**config.mk**
```make
export PLATFORM = sky130hd
export DESIGN_NAME = apb_slave
export DESIGN_NICKNAME = d
export VERILOG_FILES = /design/src/rtl/apb_slave.sv
export SDC_FILE = /design/constraint.sdc
export NUM_CORES = 1
export LEC_CHECK = 0
export CAP_MARGIN = 25
export CORE_ASPECT_RATIO = 0.8
export CORE_MARGIN = 4
export CORE_UTILIZATION = 51
export DETAILED_ROUTE_END_ITERATION = 10
export GPL_TIMING_DRIVEN = 0
export PLACE_DENSITY = 0.9
export SETUP_SLACK_MARGIN = 0.4
export SYNTH_ARGS = -nofsm -noshare
export SYNTH_HDL_FRONTEND = slang
export SYNTH_SLANG_ARGS = --single-unit
```
**constraint.sdc**
```tcl
create_clock -name p_clk -period 3.3 [get_ports p_clk]
set_clock_uncertainty 0.05 [all_clocks]
set_input_delay 0.825 -clock p_clk [delete_from_list [all_inputs] [get_ports p_clk]]
set_output_delay 0.825 -clock p_clk [all_outputs]
set_load 0.01 [all_outputs]
```
**src/rtl/apb_slave.sv**
```systemverilog
// APB completer with four 32-bit register slots (status, write-only, read-write, constant).
// Define APB_SLV_ERR_EN to drive p_slv_err on illegal accesses; otherwise p_slv_err is tied low.
module apb_slave #(
  parameter int unsigned WAIT_CYCLES = 0,
  parameter logic [31:0] FIXED_VAL   = 32'hA5A5_5A5A
) (
  input  logic        p_clk,
  input  logic        p_reset,
  input  logic        p_sel,
  input  logic        p_enable,
  input  logic        p_write,
  input  logic [1:0]  p_addr,
  input  logic [31:0] p_w_data,
  output logic        p_ready,
  output logic        p_slv_err,
  output logic [31:0] p_r_data
);

  typedef enum logic [1:0] {StIdle, StSetup, StAccess} state_e;

  localparam logic [3:0] LpWait = 4'(WAIT_CYCLES);

  state_e      r_state;
  logic [3:0]  r_wait_cnt;
  logic [31:0] r_reg_rw;
  logic [31:0] r_reg_wo;
  logic [31:0] r_wr_count;

  logic        w_access;
  logic        w_ready;
  logic        w_illegal;
  logic        w_wr_ok;
  logic [3:0]  w_wait_cnt;
  logic [31:0] w_rdata;
  logic        w_unused_wo;

  assign w_access   = p_sel && p_enable;
  // The count only means something inside ACCESS, so every fresh entry starts from zero.
  assign w_wait_cnt = (r_state == StAccess) ? r_wait_cnt : 4'd0;
  assign w_ready    = w_access && (w_wait_cnt == LpWait) && !p_reset;
  assign w_illegal  = p_write ? (p_addr == 2'b00 || p_addr == 2'b11) : (p_addr == 2'b01);
  assign w_wr_ok    = w_ready && p_write && !w_illegal;

  always_comb begin
    w_rdata = '0;
    if (w_ready && !p_write) begin
      case (p_addr)
        2'b00:   w_rdata = r_wr_count;
        2'b10:   w_rdata = r_reg_rw;
        2'b11:   w_rdata = FIXED_VAL;
        default: w_rdata = '0;
      endcase
    end
  end

  always_ff @(posedge p_clk) begin
    if (p_reset) begin
      r_state    <= StIdle;
      r_wait_cnt <= '0;
      r_reg_rw   <= '0;
      r_reg_wo   <= '0;
      r_wr_count <= '0;
    end else begin
      case (r_state)
        StIdle: begin
          if (w_access)   r_state <= StAccess;
          else if (p_sel) r_state <= StSetup;
        end
        StSetup: begin
          if (!p_sel)        r_state <= StIdle;
          else if (p_enable) r_state <= StAccess;
        end
        StAccess: begin
          if (!p_sel)         r_state <= StIdle;
          else if (!p_enable) r_state <= StSetup;
        end
        default: r_state <= StIdle;
      endcase
      r_wait_cnt <= (w_access && !w_ready) ? w_wait_cnt + 4'd1 : 4'd0;
      if (w_wr_ok) begin
        if (p_addr == 2'b10) r_reg_rw <= p_w_data;
        if (p_addr == 2'b01) r_reg_wo <= p_w_data;
        r_wr_count <= r_wr_count + 32'd1;
      end
    end
  end

  // Write-only slot has no read path on the bus.
  assign w_unused_wo = ^r_reg_wo;

  assign p_ready  = w_ready;
  assign p_r_data = w_rdata;
`ifdef APB_SLV_ERR_EN
  assign p_slv_err = w_ready && w_illegal;
`else
  assign p_slv_err = 1'b0;
`endif

endmodule

```
==> reports/qor.txt, run 1 <==
outcome - finished, final reports clean
post-route ant nets - 0
Core Footprint - 6470 sq um
maximum vdd ir drop - 0.240 mV
GR Overflow Total - 0
drt pass-1 iters - 5
synthesized flop and latch total - 70
Synth top cells by count - nand2_1 (83), dfxtp_1 (70), nor2_1 (63), a21oi_1 (36), clkbuf_1 (30)
Ys Warns - 0
Crit. End Element - output pin
Filler cells - 345
final WL - 13700 um
drt first-iter violations - 364
Synth Instances - 439
Top delay family on crit path - simple AND/OR/NAND/NOR gates
Setup TNS Final - 0 ns
CP max stage delay - 0.38 ns
Avg WL per Cell - 21.9 um
f_max - 316 MHz
Avg Inst Size Synth - 7.87 sq um
worst slew pin tran - 0.921 ns
Final Cell Area - 5420 sq um
Finished Layout Cells - 624
Syn-to-layout area delta - 56.8%
Initial Util - 0.534
CTS tree - done
num rows - 26
first-pass GRT wire length - 20000 um
Post-synth ARST share - 0
Cell Area, Synth - 3450 sq um
Buf+Inv Stages, Crit Path - 5
Setup-failing EPs final - 0
clock sinks - 70
most frequent CP cell - buf_6
vias in the first global route - 3883
DRC viols - 0
Final Cycle Share - 0.960
# diodes - 0
Hold WS - 0.416 ns
largest net degree at the start of global routing - 12
CTS H-tree depth - 3
pwr/cell area - 310 nW/um^2
register area share after synthesis - 0.406
primary flip-flop cell chosen by synthesis mapping - dfxtp_1
fin. max-slew vios - 0
Critical-path top delay cell - or3_4
Req. time, crit path - 2.42 ns
most area-consuming cells after synthesis - dfxtp_1 (41%), nand2_1 (9.0%), nor2_1 (6.8%)
antenna violations before repair - 0
startpoint types - primary input
hpwl dp - 7600 um
# IOs - 73
Pleak - 1.77 nW
Synth cell types - 43
CTS Hold Buffers Added - 0
Die H - 81.6 um
Util after Layout - 0.837
maximum clock insertion buffer count - 2
CTS clk-pin slew, worst paths - 0.07 ns
syn_nets - 485
relative slew slack - 0.380
crit-path cells - buf_6, and3b_1, clkbuf_8, o211ai_1, or3_4, buf_12, clkbuf_16, nor2_4, buf_6
clock buffer count from CTS - 9
Min-Delay Path Class - reg -> reg
area leader, netlist - dfxtp_1
CTS root buf - clkbuf_8
final-stage net count - 581
most frequent cell after synthesis - nand2_1
Post-synth EDFFs - 0
post-synth top area share - 0.406
post-layout min period - 3.17 ns
Routability Congestion - 0.896
Critical Setup Path Class - in -> out
gr usage total - 0.316
clk_lat worst skew - 0.36 ns
Die Width - 100 um
Cells after DPL - 594
I/O Buffers - 71
max-cap violation count - 0
largest fanout on the critical path - 8
vias per cell - 6.35
RSZ-0062 raised after global routing - yes
Worst Path Arrival - 2.29 ns
routed vias - 3960
placed cell areas - 4450 sq um
Final Hold Viols - 0
layout cell share with drive strength beyond 1 - 0.306
die footprint - 8160 sq um
layout make-up:
class                           count  area [sq um]  area share
Clock inverter                      4          22.5     0.00416
Clock buffer                       12           145      0.0268
Tap cell                           84           105      0.0194
Multi-Input combinational cell    327          2470       0.455
Sequential cell                    70          1400       0.259
Timing Repair Buffer               85           912       0.168
Inverter                            8          32.5     0.00601
Buffer                             34           332      0.0612
stage by stage:
step,total power (W),worst slack (ns)
2_1_floorplan,0.000927,0.283
3_3_place_gp,0.000996,-0.876
3_5_place_dp,0.000999,-0.930
4_1_cts,0.00163,0.0778
5_1_grt,0.00172,0.101
6_report,0.00168,0.133
layout by cell type, fill, tap and decap left out, drive strengths merged, types with 2 or more instances in the layout:
cell           Yosys  routed
clkbuf            30      38
nor3               8       8
and3               4       4
nor2b              2       2
nand4             13      13
o211ai             2       2
a21oi             36      36
inv                8       8
a221oi            16      16
o21ai              3       3
ha                 7       7
a22oi             16      16
nand2             83      83
clkinv             0       3
buf                4      59
and4               5       5
or3                3       3
xnor2             21      21
dfxtp             70      70
xor2               7       7
nor2              63      63
nor4              13      13
clkdlybuf4s50      0      33
and2               2       2
nand3              7       7
worst reg2reg max path, delay by kind of cell, from the launching register on:
family	cells	cell delay (ns)
and+or+nand+nor	4	0.72
buffers and inverters	9	1.18
DFF	1	0.33
adders and majority gates	1	0.19
AOI/OAI and AO/OA	2	0.25
what timing repair did:
item | in CTS | in global routing
gates cloned | 3 | 1
pin swaps | 35 | 5
resized for setup | 259 | 66
setup buffers | 8 | 2
setup endpoints to repair | 43 | 64
hold endpoints to repair | 0 | 0
worst paths after layout:
path	from	end	slack (ns)	cells after the start
worst max-delay path	p_reset	p_r_data[19]	0.13	9
worst min-delay path	r_reg_rw[7]	r_reg_rw[7]	0.42	2
worst max register to register	r_state[1]	r_reg_rw[30]	0.44	16
worst min register to register	r_reg_rw[7]	r_reg_rw[7]	0.42	2
kinds of logic after synthesis:
kind of cell / after synthesis / share of synthesized area
AOI/OAI and AO/OA: 81 / 0.157
and+or+nand+nor: 209 / 0.286
DFF: 70 / 0.406
xor gates and xnor gates: 28 / 0.0710
buffers and inverters: 42 / 0.0511
other: 1 / 0.00109
muxes: 1 / 0.00290
adders and majority gates: 7 / 0.0254
where the power goes:
| group | switching (W) | leakage [nW] | internal, W | total (W) |
|---|---|---|---|---|
| Sequential | 0.00000334 | 0.564 | 0.000847 | 0.000850 |
| Clock | 0.000338 | 0.0861 | 0.000290 | 0.000628 |
| Combinational | 0.000104 | 1.12 | 0.0000958 | 0.000199 |
| Total | 0.000445 | 1.77 | 0.00123 | 0.00168 |
routing by layer:
metal,part of all wire,vias to the layer above,global-route usage
met5,0,-,0
met4,0.053,0,0.148
met3,0.11,94,0.0764
met2,0.46,313,0.531
met1,0.38,1832,0.387
li1,-,1721,-
registers in the layout, indices dropped and copies added, names as in the netlist:
| name | count |
|---|---|
| r_reg_rw | 32 |
| r_state | 2 |
| r_wait_cnt | 4 |
| r_wr_count | 32 |
Note: power is estimated with default switching activity, not from simulation.
==> inputs of run 2 (changes only) <==
--- a/config.mk
+++ b/config.mk
@@ -12,7 +12,8 @@
 export DETAILED_ROUTE_END_ITERATION = 10
 export GPL_TIMING_DRIVEN = 0
 export PLACE_DENSITY = 0.9
-export SETUP_SLACK_MARGIN = 0.4
+export SETUP_SLACK_MARGIN = 0.2
 export SYNTH_ARGS = -nofsm -noshare
 export SYNTH_HDL_FRONTEND = slang
 export SYNTH_SLANG_ARGS = --single-unit
+export TNS_END_PERCENT = 100
==> constraint.sdc (replaced) <==
create_clock -name p_clk -period 3.5 [get_ports p_clk]
set_clock_uncertainty 0.05 [all_clocks]
set_input_delay 0.875 -clock p_clk [delete_from_list [all_inputs] [get_ports p_clk]]
set_output_delay 0.875 -clock p_clk [all_outputs]
set_load 0.01 [all_outputs]
==> run 2 against run 1 <==
Effect of this change: clock power increased by 35%; clock-buffer cell count decreased by 1; largest power group is now the clock network; global-route usage increased by 4.1 points; combinational power decreased by 11%; critical path type unchanged.
==> reports/qor.txt, run 2 (synthesis results as in run 1) <==
Routability Congestion - 0.924
Die H - 81.6 um
outcome - finished, final reports clean
DRC viols - 0
vias in the first global route - 4039
pwr/cell area - 348 nW/um^2
RR Endpoint - r_reg_rw[25]
first-pass GRT wire length - 22200 um
RSZ-0062 raised after global routing - yes
Critical Setup Path Class - in -> out
CTS H-tree depth - 3
worst reg-to-reg setup slack - 0.22 ns
GR Overflow Total - 0
Final Cycle Share - 0.999
Core Footprint - 6470 sq um
Reg-to-Reg Start - r_state[1]
fin. max-slew vios - 0
most common cell after layout, fill and taps aside - nand2_1
vias per cell - 6.90
worst slew pin tran - 0.862 ns
Syn-to-layout area delta - 51.8%
Hold WS - 0.431 ns
I/O Buffers - 71
final WL - 15700 um
max-cap violation count - 0
clock sinks - 70
die footprint - 8160 sq um
Pleak - 1.75 nW
num rows - 26
clock buffer count from CTS - 9
Largest regs - r_reg_rw (32), r_wr_count (32), r_wait_cnt (4)
# diodes - 0
drt pass-1 iters - 8
Cells after DPL - 594
f_max - 286 MHz
Req. time, crit path - 2.57 ns
largest net degree at the start of global routing - 13
post-layout min period - 3.50 ns
gr usage total - 0.357
CTS root buf - clkbuf_8
Die Width - 100 um
layout cell share with drive strength beyond 1 - 0.267
hold-critical path depth - 2
Worst Hold Path EP - r_reg_rw[6]
hpwl dp - 7200 um
Crit. End Element - output pin
maximum vdd ir drop - 0.318 mV
final-stage net count - 580
maximum clock insertion buffer count - 2
relative slew slack - 0.425
routed vias - 4296
launch point of the worst hold path - r_reg_rw[6]
Initial Util - 0.534
largest fanout on the critical path - 8
Filler cells - 314
Worst Path Arrival - 2.57 ns
drt first-iter violations - 866
startpoint types - primary input
clk_lat worst skew - 0.38 ns
Avg WL per Cell - 25.2 um
Final Hold Viols - 0
Min-Delay Path Class - reg -> reg
antenna violations before repair - 0
post-route ant nets - 0
commonest cells after routing, fill and taps aside - nand2_1 (83), dfxtp_1 (70), a21oi_1 (36)
# IOs - 73
CTS tree - done
Finished Layout Cells - 623
CTS Hold Buffers Added - 0
r2r worst-path depth - 15
Setup-failing EPs final - 0
CTS clk-pin slew, worst paths - 0.07 ns
==> run 2: cell type report <==
cell class / instances / area, sq um / share of cell area
multi-input cells: 327 / 2310 / 0.440
well taps: 84 / 105 / 0.0200
clock inverters: 5 / 105 / 0.0200
plain buffers: 34 / 283 / 0.0539
inverters: 8 / 30.0 / 0.00573
repair buffers: 84 / 862 / 0.164
flip-flops and latches: 70 / 1400 / 0.267
clock buffers: 11 / 151 / 0.0289
==> run 2: how the worst max path moves through the flow <==
| stage | end | cells after the start | slack, ns | start |
|---|---|---|---|---|
| after floorplan | p_r_data[10] | 7 | 0.27 | p_reset |
| after global routing | p_r_data[6] | 9 | -0.03 | p_reset |
| final | p_r_data[6] | 9 | 0.003 | p_reset |
| after CTS | p_r_data[3] | 9 | 0.12 | p_reset |
| after detailed placement | p_r_data[13] | 9 | -1.05 | p_sel |
| after global placement | p_r_data[12] | 9 | -1.01 | p_sel |
==> run 2: repair_timing <==
item | CTS | global route
setup buffers | 7 | 2
gates cloned | 4 | 0
endpoints found under the setup margin | 33 | 33
pin swaps | 36 | 2
resized for setup | 274 | 29
==> run 2: metal layers <==
metal  track usage  share of wire
met1         0.439           0.34
met2         0.571           0.44
met3         0.103           0.15
met4         0.192          0.077
met5             0         0.0015
==> run 2: where the power goes <==
part,leakage [nW],internal [W],switching (W),total (W)
Clock,0.122,0.000512,0.000336,0.000847
Sequential,0.564,0.000798,0.00000358,0.000802
Combinational,1.07,0.0000840,0.0000942,0.000178
==> run 2: critical path, cell delays in order <==
cell      delay [ns]
buf_6           0.09
and3b_1         0.21
clkbuf_8        0.13
o211ai_1        0.21
or3_4           0.43
buf_12          0.17
clkbuf_8        0.16
nor2_1          0.13
buf_2           0.16
==> run 2: stage by stage <==
stage	power, W	cell area (sq um)	setup TNS [ns]	worst slack [ns]	utilization
floorplan	0.000865	3450	0	0.267	-
global placement	0.000925	4270	-30.28	-1.01	0.660
detailed placement	0.000928	4270	-32.03	-1.05	0.660
CTS	0.00179	5130	0	0.115	0.792
global route	0.00186	5250	-0.0271	-0.0271	0.810
finish	0.00183	5250	0	0.00305	0.810
==> inputs of run 3 (changes only) <==
--- a/config.mk
+++ b/config.mk
@@ -5,10 +5,11 @@
 export SDC_FILE = /design/constraint.sdc
 export NUM_CORES = 1
 export LEC_CHECK = 0
+export ABC_AREA = 1
 export CAP_MARGIN = 25
 export CORE_ASPECT_RATIO = 0.8
 export CORE_MARGIN = 4
-export CORE_UTILIZATION = 51
+export CORE_UTILIZATION = 52
 export DETAILED_ROUTE_END_ITERATION = 10
 export GPL_TIMING_DRIVEN = 0
 export PLACE_DENSITY = 0.9
==> run 3 against run 2 <==
Effect of this change: non-clock buffer count decreased by 14; sequential cell count unchanged; fmax increased by 6.7%; cell count increased by 23%; final area decreased by 1.8%; highest routed layer is now met4; critical endpoint is now p_r_data[3]; clock-buffer cell count decreased by 1; die area increased by 6.5%; synthesized area increased by 9.2%; worst hold slack improved by 0.060 ns.
==> reports/qor.txt, run 3 <==
fin. max-slew vios - 0
num rows - 27
Ys Warns - 0
launch point of the worst hold path - r_reg_rw[7]
Cells after DPL - 747
vias per cell - 5.98
DR WL met3 - 1720 um
commonest cells after routing, fill and taps aside - nor2_1 (145), nand2_1 (116), dfxtp_1 (70)
Req. time, crit path - 2.57 ns
Simple-Gate Fraction of Synth Area - 0.381
DRT met1 WL - 5120 um
Synth Instances - 589
Post-synth EDFFs - 0
area leader, netlist - dfxtp_1
primary flip-flop cell chosen by synthesis mapping - dfxtp_1
most common cell after layout, fill and taps aside - nor2_1
f_max - 305 MHz
Die Width - 103 um
outcome - finished, final reports clean
syn_nets - 635
largest fanout on the critical path - 10
Synth cell types - 29
hpwl dp - 8270 um
Min-Delay Path Class - reg -> reg
DRC viols - 0
Largest regs - r_reg_rw (32), r_wr_count (32), r_wait_cnt (4)
Worst Path Arrival - 2.35 ns
die footprint - 8690 sq um
Hold WS - 0.490 ns
final WL - 13600 um
final-stage net count - 722
Die H - 84.2 um
maximum clock insertion buffer count - 2
startpoint types - primary input
Routability Congestion - 0.952
register area share after synthesis - 0.371
xor/xnor share of the synthesized area - 0.00697
gr usage total - 0.303
CTS tree - done
Cell Area, Synth - 3770 sq um
worst slew pin tran - 0.571 ns
Final Hold Viols - 0
main combinational cell family by area after synthesis - simple AND/OR/NAND/NOR gates
Final Power - 0.00185 W
CTS H-tree depth - 3
maximum vdd ir drop - 0.318 mV
largest net degree at the start of global routing - 13
Setup TNS Final - 0 ns
vias in the first global route - 4341
Worst setup startpoint - p_reset
Synth top cells by count - nor2_1 (155), nand2_1 (117), dfxtp_1 (70), inv_1 (53), nand3_1 (42)
RSZ-0062 raised after global routing - no
max-cap violation count - 0
most area-consuming cells after synthesis - dfxtp_1 (37%), nor2_1 (15%), nand2_1 (12%)
DR WL met2 - 6100 um
Post-synth ARST share - 0
pwr/cell area - 359 nW/um^2
Setup-failing EPs final - 0
post-synth top area share - 0.371
relative slew slack - 0.620
clock buffer count from CTS - 9
post-layout min period - 3.28 ns
Reg-to-Reg Start - r_state[0]
first-pass GRT wire length - 20900 um
mux cell area share after synthesis - 0
clk_lat worst skew - 0.36 ns
Syn-to-layout area delta - 36.5%
CTS root buf - clkbuf_8
routed vias - 4596
Synth Area in Compound Gates - 0.120
post-route ant nets - 0
Pleak - 2.03 nW
GR Overflow Total - 0
Final Cycle Share - 0.936
most frequent cell after synthesis - nor2_1
Crit. End Element - output pin
Core Footprint - 6960 sq um
I/O Buffers - 71
Top Layer Used - met4
synthesized flop and latch total - 70
Avg Inst Size Synth - 6.40 sq um
Critical Setup Path Class - in -> out
Initial Util - 0.542
CTS clk-pin slew, worst paths - 0.07 ns
drt first-iter violations - 551
# IOs - 73
Synth Area in Adders - 0.0232
# diodes - 0
antenna violations before repair - 0
layout cell share with drive strength beyond 1 - 0.176
Finished Layout Cells - 768
Avg WL per Cell - 17.7 um
drt pass-1 iters - 6
clock sinks - 70
Filler cells - 479
## run 3: changes by cell type in the layout (fill, tap and decap cells not counted), sizes merged, moves of 19 or more
cell,before,now
nand2,83,118
nand3,7,42
xnor2,21,1
inv,8,56
o21ai,3,34
nor2,63,162
buf,50,31
## run 3: layout make-up
class / count / area, sq um / area share
well taps: 87 / 109 / 0.0211
plain buffers: 28 / 215 / 0.0418
repair buffers: 76 / 694 / 0.135
inverters: 56 / 218 / 0.0423
multi-input cells: 435 / 2240 / 0.435
clock buffers: 10 / 138 / 0.0267
flip-flops and latches: 70 / 1400 / 0.272
clock inverters: 6 / 133 / 0.0258
## run 3: final timing paths
check | end | slack [ns] | cells past startpoint
worst max-delay path | p_r_data[3] | 0.22 | 10
worst min-delay path | r_reg_rw[7] | 0.49 | 2
worst max register to register | r_reg_rw[13] | 1.07 | 15
worst min register to register | r_reg_rw[7] | 0.49 | 2
## run 3: repair_timing
action,4_1_cts,5_1_grt
pin swaps,3,2
hold buffers,0,0
gates cloned,1,0
hold endpoints to repair,0,0
resized for setup,142,36
setup buffers,1,3
setup endpoints to repair,33,33
## run 3: metrics by stage
step	setup slack [ns]	instance area, sq um	util
final	0.223	5150	0.740
after global routing	0.151	5150	0.740
after CTS	0.203	5100	0.732
after detailed placement	-0.506	4590	0.660
after global placement	-0.477	4590	0.660
after floorplan	0.740	3770	-
## run 3: worst max-delay path, stage by stage
cell and delay, ns:
dlygate4sd2_1 0.33, inv_4 0.11, nand2_2 0.05, nor2_2 0.13, nand3_2 0.11, inv_2 0.10, nand2_4 0.08, buf_6 0.17
nor2_1 0.12, clkdlybuf4s15_1 0.26
## run 3: cell families after synthesis
group | count (synthesis)
buffers and inverters | 84
adder cells (fa/ha/maj) | 7
AO/OA/AOI/OAI | 78
other | 1
AND/OR/NAND/NOR | 346
flip-flops | 70
XOR/XNOR | 3
## run 3: per-layer routing
metal | vias up | GRT usage
li1 | 2068 | -
met1 | 2059 | 0.390
met2 | 384 | 0.466
met3 | 85 | 0.0781
met4 | 0 | 0.155
met5 | - | 0
## run 3: report_power, final
part / internal (W) / leakage (nW) / switching (W) / total (W)
logic: 0.0000759 / 1.33 / 0.0000831 / 0.000159
clock network: 0.000564 / 0.132 / 0.000323 / 0.000887
registers: 0.000801 / 0.564 / 0.00000436 / 0.000805
